## src/rtl/rr_grant_gen.sv

```systemverilog
// rr_grant_gen -- round-robin grant generator for a WIDTH-requester arbiter.
//
// Samples req while idle, picks the first requester above the last completed
// grant (wrapping), and presents a registered one-hot grant with a load
// strobe. Both are held until the downstream grant register samples ack.
//
// Ports:
//   clk     in   rising-edge clock
//   rst     in   asynchronous active-low reset
//   req     in   [WIDTH-1:0] request vector
//   ack     in   downstream accepted the current grant
//   grant   out  [WIDTH-1:0] registered one-hot grant, zero when none
//   load    out  high exactly while a grant is outstanding
//   timeout out  one-cycle pulse when a grant is abandoned
//
// Optional feature: define RR_GRANT_TIMEOUT_EN to abandon a grant that has
// not been acked within TIMEOUT cycles. Without it, timeout is tied to 0 and
// a grant waits for ack indefinitely.

module rr_grant_gen #(
    parameter int WIDTH   = 4,
    parameter int TIMEOUT = 15
) (
    input  logic             clk,
    input  logic             rst,
    input  logic [WIDTH-1:0] req,
    input  logic             ack,
    output logic [WIDTH-1:0] grant,
    output logic             load,
    output logic             timeout
);

    localparam int PW = (WIDTH > 1) ? $clog2(WIDTH) : 1;

    typedef enum logic [1:0] {
        IDLE = 2'd0,
        WAIT = 2'd1
    } state_t;

    state_t           state, state_n;
    logic [PW-1:0]    ptr, ptr_n;
    logic [WIDTH-1:0] grant_n;
    logic             load_n;
    logic [WIDTH-1:0] sel;
    logic             found;
    logic [PW-1:0]    idx;

    function automatic logic [PW-1:0] oh2idx(input logic [WIDTH-1:0] oh);
        oh2idx = '0;
        for (int i = 0; i < WIDTH; i++)
            if (oh[i]) oh2idx = PW'(i);
    endfunction

    // Search starts just above ptr and wraps, so ptr itself is checked last.
    always_comb begin
        sel   = '0;
        found = 1'b0;
        idx   = '0;
        for (int i = 1; i <= WIDTH; i++) begin
            idx = PW'((int'(ptr) + i) % WIDTH);
            if (!found && req[idx]) begin
                sel[idx] = 1'b1;
                found    = 1'b1;
            end
        end
    end

`ifdef RR_GRANT_TIMEOUT_EN
    localparam int CW = $clog2(TIMEOUT + 1);
    logic [CW-1:0] cnt, cnt_n;
    logic          timeout_q, timeout_n;
`endif

    always_comb begin
        state_n = state;
        grant_n = grant;
        load_n  = load;
        ptr_n   = ptr;
`ifdef RR_GRANT_TIMEOUT_EN
        cnt_n     = cnt;
        timeout_n = 1'b0;
`endif
        case (state)
            IDLE: begin
                if (|req) begin
                    grant_n = sel;
                    load_n  = 1'b1;
                    state_n = WAIT;
`ifdef RR_GRANT_TIMEOUT_EN
                    cnt_n   = '0;
`endif
                end
            end
            WAIT: begin
                if (ack) begin
                    ptr_n   = oh2idx(grant);
                    grant_n = '0;
                    load_n  = 1'b0;
                    state_n = IDLE;
                end
`ifdef RR_GRANT_TIMEOUT_EN
                // Expire on the edge that would take the count to TIMEOUT;
                // the abandoned requester drops to lowest priority.
                else if (cnt == CW'(TIMEOUT - 1)) begin
                    ptr_n     = oh2idx(grant);
                    grant_n   = '0;
                    load_n    = 1'b0;
                    state_n   = IDLE;
                    timeout_n = 1'b1;
                end else begin
                    cnt_n = cnt + CW'(1);
                end
`endif
            end
            default: begin
                state_n = IDLE;
                grant_n = '0;
                load_n  = 1'b0;
            end
        endcase
    end

    always_ff @(posedge clk or negedge rst) begin
        if (!rst) begin
            state <= IDLE;
            grant <= '0;
            load  <= 1'b0;
            ptr   <= PW'(WIDTH - 1);
        end else begin
            state <= state_n;
            grant <= grant_n;
            load  <= load_n;
            ptr   <= ptr_n;
        end
    end

`ifdef RR_GRANT_TIMEOUT_EN
    always_ff @(posedge clk or negedge rst) begin
        if (!rst) begin
            cnt       <= '0;
            timeout_q <= 1'b0;
        end else begin
            cnt       <= cnt_n;
            timeout_q <= timeout_n;
        end
    end

    assign timeout = timeout_q;
`else
    assign timeout = 1'b0;
`endif

endmodule

```

## config.mk

```make
export PLATFORM = sky130hd
export DESIGN_NAME = rr_grant_gen
export DESIGN_NICKNAME = d
export VERILOG_FILES = /design/src/rtl/rr_grant_gen.sv
export SDC_FILE = /design/constraint.sdc
export NUM_CORES = 1
export LEC_CHECK = 0
export ABC_AREA = 1
export CORE_AREA = 5 5 42 44
export CTS_BUF_LIST = sky130_fd_sc_hd__clkbuf_8
export CTS_CLUSTER_DIAMETER = 60
export DETAILED_ROUTE_END_ITERATION = 12
export DIE_AREA = 0 0 47 49
export DONT_BUFFER_PORTS = 1
export GPL_TIMING_DRIVEN = 0
export PLACE_DENSITY_LB_ADDON = 0.15
export SYNTH_ARGS = -nofsm -noshare
export SYNTH_HDL_FRONTEND = slang
export SYNTH_SLANG_ARGS = --single-unit
```

## constraint.sdc

```tcl
create_clock -name clk -period 5.34 [get_ports clk]
set_input_delay 0.534 -clock clk [delete_from_list [all_inputs] [get_ports clk]]
set_output_delay 0.534 -clock clk [all_outputs]
set_load 0.005 [all_outputs]
```

==> impl_metrics.toml, run 1 <==
[status]
status = "finished, final reports clean"

[clocking]
cts-resized-gates = 0
cts_buffer_depth = 2
cts_root_buf = "clkbuf_8"
cts_tree = "built"
clk_pin_slew_worst_paths_ns = 0.04
clk_latency_ns = 0.22
cts-buffers-inserted = 3
htreeDepth = 1
cts.sinks = 7

[cells_and_area]
nFillCells = 144
num-nets-final = 127
antenna_cells = 0
layout-drive-gt1-share_pct = 14.4
syn_to_final_growth_pct = 10.2

[hold_path]
hold_path_class = "primary input to asynchronous set/reset pin"

[power]
total_power_mw = 0.545
max-vdd-ir-drop_mv = 0.475
cellPowerDensity_nw_per_um2 = 675
p_leak_nw = 0.446

[worst_setup_path]
crit_slowest_cell = "dfstp_2"
cp-start-kind = "flip-flop"
critPathMaxStageDelay_ns = 0.66
reg2reg_from = "ptr[0]$_DFFE_PN1P_"
crit_type = "flip-flop to flip-flop"
crit_path_max_fanout = 11
rr_worst_depth = 11
r2r_end = "grant[2]$_DFFE_PN0P_"
path_cells = "inv_4 -> ha_1 -> inv_1 -> nand3_4 -> nand2_4 -> nand2_4 -> nor2_4 -> nand2_1 -> nand3_1 -> nand2_1 -> nand2_1"
r2r_slack_ns = 3.33
cp_common_cell = "nand2_1"
cp.required_ns = 5.50
end_kind = "flip-flop"
worstPathArrival_ns = 2.17

[detailed_routing]
vias = 656
drc_errors = 0
firstDrtPassIters = 4
wl_per_cell_um = 11.5
viasPerCell = 5.17
wirelength_mm = 1.46
first_iter_violations = 8
ant_nets = 0

[timing]
finClkSkew_ns = 0.00143
final_hold_viol_count = 0
drv_slew = 0
holdWs_ns = 0.151
setup_viol = 0
max_freq_mhz = 498
min_period_over_period_pct = 37.6
period_needed_ns = 2.01
rsz0062_at_grt = "no"
fin_setup_tns_ns = 0

[place]
dp_hpwl_mm = 1.15
port_buffers = 0
gp_congestion = 0.727

[yosys]
synthArstFlopShare_pct = 100
netlist_area_um2 = 733
postSynthCellCount = 106
yosys_warnings = 0
synth.distinct_cells = 20
yosysTopAreaCell = "nand2_1"
yosysTopAreaCellShare_pct = 18.9
syn-num-nets = 121
synth.avg_cell_area_um2 = 6.92
ys_seq_elements = 7
synth_common_cells = "nand2_1, nand3_1, ha_1, inv_1, dfrtp_1"
synth_edf_count = 0
synth_flop_cell = "dfrtp_1"
yosysSeqAreaShare_pct = 24.2
yosys-top-cells-area = "nand2_1, dfrtp_1, nand3_1, ha_1, dfstp_2"
yosysMostFrequentCell = "nand2_1"

[floorplan]
initial_core_util_pct = 52.3
fp-row-count = 14
die-height_um = 49
die_w_um = 47
io_pins = 13
core_area_um2 = 1400
die_area_um2 = 2300

[global_routing]
grt_pass1_wl_mm = 2.55
antenna_found_initial = 0
grt_pass1_vias = 614
grt_overflow = 0
grt_use_total_pct = 15.2
grt_max_degree = 12

[run]
drv_cap = 0
[stage by stage]
step                      std cells  cell area (µm²)  setup slack, ns  utilization (%)
after floorplan                 106              733             3.53                -
after global placement          122              753             3.35             53.8
after detailed placement        122              753             3.34             53.8
after CTS                       127              808             3.32             57.7
after global routing            127              808             3.17             57.7
final                           127              808             3.33             57.7
[cells by family after synthesis]
group / Yosys count / synth area share, %
and+or+nand+nor: 69 / 47.6
buffers and inverters: 16 / 9.05
adders and majority gates: 8 / 13.7
DFF: 7 / 24.2
AOI/OAI and AO/OA: 5 / 4.95
other: 1 / 0.511
[worst max-delay path, delay by kind of cell, from the launching register on]
family	cells	cell delay, ns
and+or+nand+nor	8	0.65
adders and majority gates	1	0.37
buffers and inverters	2	0.25
DFF	1	0.66
[per-layer routing]
layer | track usage (%) | vias up | share of wire [%]
met1 | 19.1 | 284 | 45
met5 | 0 | - | 0
met3 | 3.69 | 4 | 4.9
met2 | 22.9 | 17 | 48
met4 | 8.29 | 0 | 2.0
li1 | - | 351 | -
[final cells by class]
type,count,area (µm²),area share [%]
clock inverter,1,3.75,0.464
buffer,1,7.51,0.929
timing repair buffer,1,10.0,1.24
tap,16,20.0,2.48
inverter,15,58.8,7.28
sequential,7,178,22.0
multi-input combinational,83,489,60.5
clock buffer,3,41.3,5.11
[power breakdown]
part	switching, mW	internal, mW
Clock	0.0222	0.0496
Sequential	0.0374	0.0810
Combinational	0.230	0.125
Total	0.290	0.256
[state kept, by name, summed over array words and instances (netlist names)]
register	count
ptr	2
grant	4
load	1
[cells in the final DEF, fill, tap and decap left out, drive strengths merged]
| master | n |
|---|---|
| a21oi | 1 |
| a22oi | 2 |
| a41oi | 1 |
| buf | 1 |
| clkbuf | 3 |
| clkinv | 4 |
| conb | 1 |
| dfrtp | 5 |
| dfstp | 2 |
| dlygate4sd3 | 1 |
| ha | 8 |
| inv | 12 |
| nand2 | 41 |
| nand3 | 26 |
| nor2 | 2 |
| o21bai | 1 |
[worst max-delay path by stage]
stage,endpoint,depth (start not counted),slack (ns),from
after floorplan,grant[0]$_DFFE_PN0P_,11,3.53,ptr[0]$_DFFE_PN1P_
after global routing,grant[0]$_DFFE_PN0P_,11,3.17,ptr[0]$_DFFE_PN1P_
after detailed placement,grant[0]$_DFFE_PN0P_,11,3.34,ptr[0]$_DFFE_PN1P_
after global placement,grant[2]$_DFFE_PN0P_,11,3.35,ptr[0]$_DFFE_PN1P_
final,grant[2]$_DFFE_PN0P_,11,3.33,ptr[0]$_DFFE_PN1P_
after CTS,grant[1]$_DFFE_PN0P_,11,3.32,ptr[0]$_DFFE_PN1P_
[what timing repair did]
item                                    in CTS  in global routing
hold buffers                                 1                  0
buffers inserted                             0                  0
hold endpoints to repair                     5                  0
endpoints found under the setup margin       0                  0
No activity file was read; power rests on OpenSTA's default activity.
==> inputs of run 2 (changes only) <==
==> constraint.sdc (replaced) <==
create_clock -name clk -period 2 [get_ports clk]
set_input_delay 0.2 -clock clk [delete_from_list [all_inputs] [get_ports clk]]
set_output_delay 0.2 -clock clk [all_outputs]
set_load 0.005 [all_outputs]
==> run 2 against run 1 <==
Wire length is essentially flat. First-iteration DRC count grew 13%. Die area is the same. Non-clock buffer count grew 2. Via count grew 1.4%. Register-to-register slack lost 3.2 ns.
==> impl_metrics.toml, run 2 (synthesized netlist as in run 1, its figures left out) <==
[cells_and_area]
num-nets-final = 129
antenna_cells = 0
nFillCells = 143
layout_common_cells = "nand2_1, nand3_1, inv_1"
final_common_cell = "nand2_1"
reg_top3 = "grant: 4 flops, ptr: 2 flops, load: 1 flops"
final_core_util_pct = 58.8
regArea_um2 = 178
syn_to_final_growth_pct = 12.3
multiInputGateArea_um2 = 489
layout-drive-gt1-share_pct = 15.9
largest_reg_flops = 4
regMostFlops = "grant"

[timing]
fin_setup_tns_ns = 0
setup_viol = 0
drv_slew = 0
period_needed_ns = 1.84
rsz0062_at_grt = "no"
max_freq_mhz = 542
finClkSkew_ns = 0.000305
final_hold_viol_count = 0
min_period_over_period_pct = 92.2

[detailed_routing]
viasPerCell = 5.16
ant_nets = 0
route.met2.wl_um = 688
drc_errors = 0
wl_met1_um = 674
wirelength_mm = 1.46
met3_length_um = 69
routed.top_layer = "met4"
wl_per_cell_um = 11.3
firstDrtPassIters = 4
vias = 665
first_iter_violations = 9

[worst_setup_path]
r2r_end = "grant[2]$_DFFE_PN0P_"
worstPathArrival_ns = 2.01
startpoint = "ptr[0]$_DFFE_PN1P_"
critPathMaxStageDelay_ns = 0.55
r2r_slack_ns = 0.16
crit_path_max_fanout = 11
reg2reg_from = "ptr[0]$_DFFE_PN1P_"
end_kind = "flip-flop"
crit_slowest_cell = "dfstp_2"
path_cells = "inv_4 -> ha_1 -> inv_1 -> nand3_4 -> nand2_4 -> nand2_4 -> nor2_4 -> nand2_1 -> nand3_1 -> nand2_1 -> nand2_1"
endpoint = "grant[2]$_DFFE_PN0P_"
cp-start-kind = "flip-flop"
cp_common_cell = "nand2_1"
crit_type = "flip-flop to flip-flop"
cp.required_ns = 2.16
rr_worst_depth = 11

[floorplan]
io_pins = 13
die-height_um = 49
die_w_um = 47
core_area_um2 = 1400
initial_core_util_pct = 52.3
fp-row-count = 14
die_area_um2 = 2300

[clocking]
cts_root_buf = "clkbuf_8"
cts.sinks = 7
cts_buffer_depth = 2
clk_pin_slew_worst_paths_ns = 0.04
htreeDepth = 1
clk_latency_ns = 0.22
cts_tree = "built"
cts-buffers-inserted = 3

[global_routing]
antenna_found_initial = 0
grt_pass1_vias = 629
grt_pass1_wl_mm = 2.54
grt_max_degree = 12
grt_overflow = 0
grt_use_total_pct = 15.0

[place]
port_buffers = 0
dp_hpwl_mm = 1.15
gp_congestion = 0.727

[hold_path]
hold_path_class = "primary input to flip-flop"

[run]
drv_cap = 0

[power]
cellPowerDensity_nw_per_um2 = 1810
max-vdd-ir-drop_mv = 1.16
total_power_mw = 1.49
p_leak_nw = 0.456

[status]
status = "finished, final reports clean"
run 2: cell types whose count changed in the layout (fill, tap and decap cells not counted), sizes merged:
cell,delta
buf,+2
run 2: final cells by class:
cell class / count / area share, %
multi-input cells: 83 / 59.4
flip-flops and latches: 7 / 21.6
inverters: 15 / 7.14
clock buffers: 3 / 5.02
repair buffers: 3 / 3.04
well taps: 16 / 2.43
plain buffers: 1 / 0.912
clock inverters: 1 / 0.456
run 2: critical path, delay by kind of cell, from the launching register on:
family,cells,cell delay [ns]
adders and majority gates,1,0.36
buffers and inverters,2,0.21
DFF,1,0.55
and+or+nand+nor,8,0.65
run 2: repair_timing:
action,CTS,global route
gates resized for setup,0,0
buffers inserted,1,1
hold buffers,1,0
hold endpoints to repair,7,0
setup endpoints to repair,4,4
run 2: metal layers:
layer	GRT usage [%]	vias up
met5	0	-
met4	8.76	0
met2	22.4	19
met1	19.1	287
li1	-	355
met3	3.32	4
run 2: how the worst min path moves through the flow:
stage | cells after the start | from | endpoint
5_1_grt | 1 | ack | load$_DFFE_PN0P_
2_1_floorplan | 0 | rst | grant[0]$_DFFE_PN0P_
6_report | 1 | ack | load$_DFFE_PN0P_
3_5_place_dp | 0 | rst | grant[2]$_DFFE_PN0P_
4_1_cts | 1 | ack | load$_DFFE_PN0P_
3_3_place_gp | 0 | rst | grant[2]$_DFFE_PN0P_
run 2: where the power goes:
group / total, mW / internal, mW / switching, mW
logic: 1.03 / 0.361 / 0.667
clock network: 0.191 / 0.132 / 0.0583
registers: 0.270 / 0.215 / 0.0556
run 2: stage by stage:
stage	std cells	cell area, µm²	worst slack, ns	hold WS [ns]
floorplan	106	733	0.193	-0.0956
global placement	122	753	0.0144	-0.0954
detailed placement	122	753	-0.00158	-0.0954
CTS	128	816	0.0635	0.0681
global route	129	823	0.00506	0.0767
finish	129	823	0.155	0.0742
==> inputs of run 3 (changes only) <==
--- a/config.mk
+++ b/config.mk
@@ -6,11 +6,11 @@
 export NUM_CORES = 1
 export LEC_CHECK = 0
 export ABC_AREA = 1
-export CORE_AREA = 5 5 42 44
+export CORE_AREA = 10 10 47 49
 export CTS_BUF_LIST = sky130_fd_sc_hd__clkbuf_8
 export CTS_CLUSTER_DIAMETER = 60
 export DETAILED_ROUTE_END_ITERATION = 12
-export DIE_AREA = 0 0 47 49
+export DIE_AREA = 0 0 57 59
 export DONT_BUFFER_PORTS = 1
 export GPL_TIMING_DRIVEN = 0
 export PLACE_DENSITY_LB_ADDON = 0.15
==> run 3 against run 2 <==
Die area increased by 46%. Cell area increased by 2.4%. Register-to-register slack improved by 0.12 ns. Critical path depth unchanged. Sequential share of layout area decreased by 0.51 points. Final cell count increased by 0.78%.
==> impl_metrics.toml, run 3 (synthesized netlist as in run 1, its figures left out) <==
[worst_setup_path]
r2r_end = "grant[2]$_DFFE_PN0P_"
end_kind = "flip-flop"
r2r_slack_ns = 0.27
cp-start-kind = "flip-flop"
reg2reg_from = "ptr[1]$_DFFE_PN1P_"
cp.required_ns = 2.11
critPathMaxStageDelay_ns = 0.58
cp_common_cell = "inv_2"
path_cells = "inv_2 -> ha_4 -> inv_2 -> nand3_4 -> nand2_4 -> nand2_4 -> inv_2 -> nand3_1 -> nand3_1 -> nand2_1 -> nand2_1"
crit_path_max_fanout = 8
crit_type = "flip-flop to flip-flop"
crit_slowest_cell = "dfstp_2"
rr_worst_depth = 11
worstPathArrival_ns = 1.84

[cells_and_area]
final_common_cell = "nand2_1"
finalNonFillerCells = 130
nFillCells = 141
final_core_util_pct = 60.2
regArea_um2 = 178
regMostFlops = "grant"
multiInputGateArea_um2 = 502
syn_to_final_growth_pct = 15.0
layout_common_cells = "nand2_1, nand3_1, inv_1"
layout-drive-gt1-share_pct = 18.4
largest_reg_flops = 4
antenna_cells = 0
reg_top3 = "grant: 4 flops, ptr: 2 flops, load: 1 flops"
num-nets-final = 130

[detailed_routing]
viasPerCell = 5.22
drc_errors = 0
wl_per_cell_um = 12.2
ant_nets = 0
firstDrtPassIters = 4
wirelength_mm = 1.59
vias = 678
first_iter_violations = 35

[clocking]
clk_latency_ns = 0.22
htreeDepth = 1
cts_root_buf = "clkbuf_8"
clk_pin_slew_worst_paths_ns = 0.04
cts.sinks = 7
cts_tree = "built"
cts_buffer_depth = 2
cts-buffers-inserted = 3

[timing]
finClkSkew_ns = 0.00195
fin_setup_tns_ns = 0
rsz0062_at_grt = "no"
holdWs_ns = 0.0700
period_needed_ns = 1.73
max_freq_mhz = 579
drv_slew = 0
setup_viol = 0
min_period_over_period_pct = 86.4
final_hold_viol_count = 0

[floorplan]
initial_core_util_pct = 52.3
die_area_um2 = 3360
io_pins = 13
fp-row-count = 14
core_area_um2 = 1400
die_w_um = 57
die-height_um = 59

[power]
p_leak_nw = 0.459
max-vdd-ir-drop_mv = 1.04
cellPowerDensity_nw_per_um2 = 1840

[hold_path]
whs_endpoint = "load$_DFFE_PN0P_"
hold_path_class = "primary input to flip-flop"
hold_depth = 1
min_from = "ack"

[status]
status = "finished, final reports clean"

[place]
dp_hpwl_mm = 1.23
port_buffers = 0
dp_cells = 122
gp_congestion = 0.754

[run]
drv_cap = 0

[global_routing]
grt_use_total_pct = 9.55
grt_overflow = 0
antenna_found_initial = 0
grt_max_degree = 12
grt_pass1_vias = 638
grt_pass1_wl_mm = 2.68
[run 3: cell count changes in the layout (fill, tap and decap cells not counted)]
| cell | delta |
|---|---|
| ha_1 | -1 |
| ha_4 | +1 |
| inv_2 | +1 |
| inv_1 | -1 |
| buf_4 | +1 |
[run 3: worst max path at each step]
stage,endpoint,start,depth (start not counted),slack [ns]
after floorplan,grant[0]$_DFFE_PN0P_,ptr[0]$_DFFE_PN1P_,11,0.19
after global routing,grant[0]$_DFFE_PN0P_,ptr[1]$_DFFE_PN1P_,11,0.11
final,grant[2]$_DFFE_PN0P_,ptr[1]$_DFFE_PN1P_,11,0.27
after CTS,grant[2]$_DFFE_PN0P_,ptr[1]$_DFFE_PN1P_,11,0.08
after global placement,grant[2]$_DFFE_PN0P_,ptr[0]$_DFFE_PN1P_,11,0.02
after detailed placement,grant[0]$_DFFE_PN0P_,ptr[0]$_DFFE_PN1P_,11,-0.0003
[run 3: per-stage QoR]
| stage | area (µm²) | power, mW | setup WS [ns] |
|---|---|---|---|
| after global routing | 843 | 1.74 | 0.109 |
| after CTS | 816 | 1.49 | 0.0826 |
| final | 843 | 1.55 | 0.272 |
| after floorplan | 733 | 1.10 | 0.193 |
| after detailed placement | 753 | 1.27 | -0.000305 |
| after global placement | 753 | 1.26 | 0.0151 |
[run 3: per-layer routing]
metal / up-vias / routed length, µm / global-route usage [%]
li1: 354 / - / -
met1: 292 / 654 / 10.2
met2: 28 / 810 / 16.4
met3: 4 / 100 / 3.00
met4: 0 / 23 / 5.03
met5: - / 0 / 0
[run 3: critical path: cells and delay by family, from the launching register on]
family | cells | cell delay [ns]
AND/OR/NAND/NOR | 7 | 0.52
flip-flops | 1 | 0.58
buffers and inverters | 3 | 0.21
adder cells (fa/ha/maj) | 1 | 0.31
[run 3: cell type report]
type | instances | area share [%]
multi-input cells | 83 | 59.5
flip-flops and latches | 7 | 21.1
inverters | 15 | 6.97
clock buffers | 3 | 4.90
repair buffers | 4 | 3.86
well taps | 16 | 2.37
plain buffers | 1 | 0.890
clock inverters | 1 | 0.445
[run 3: repair_timing]
action                                  4_1_cts  5_1_grt
hold buffers                                  1        0
resized for setup                             0        2
endpoints found under the hold margin         7        0
endpoints found under the setup margin        1        4
setup buffers                                 1        2
[run 3: report_power, final]
part	switching, mW	internal [mW]	total [mW]
combinational	0.680	0.406	1.09
clock	0.0545	0.132	0.187
sequential	0.0656	0.215	0.281
total	0.800	0.753	1.55
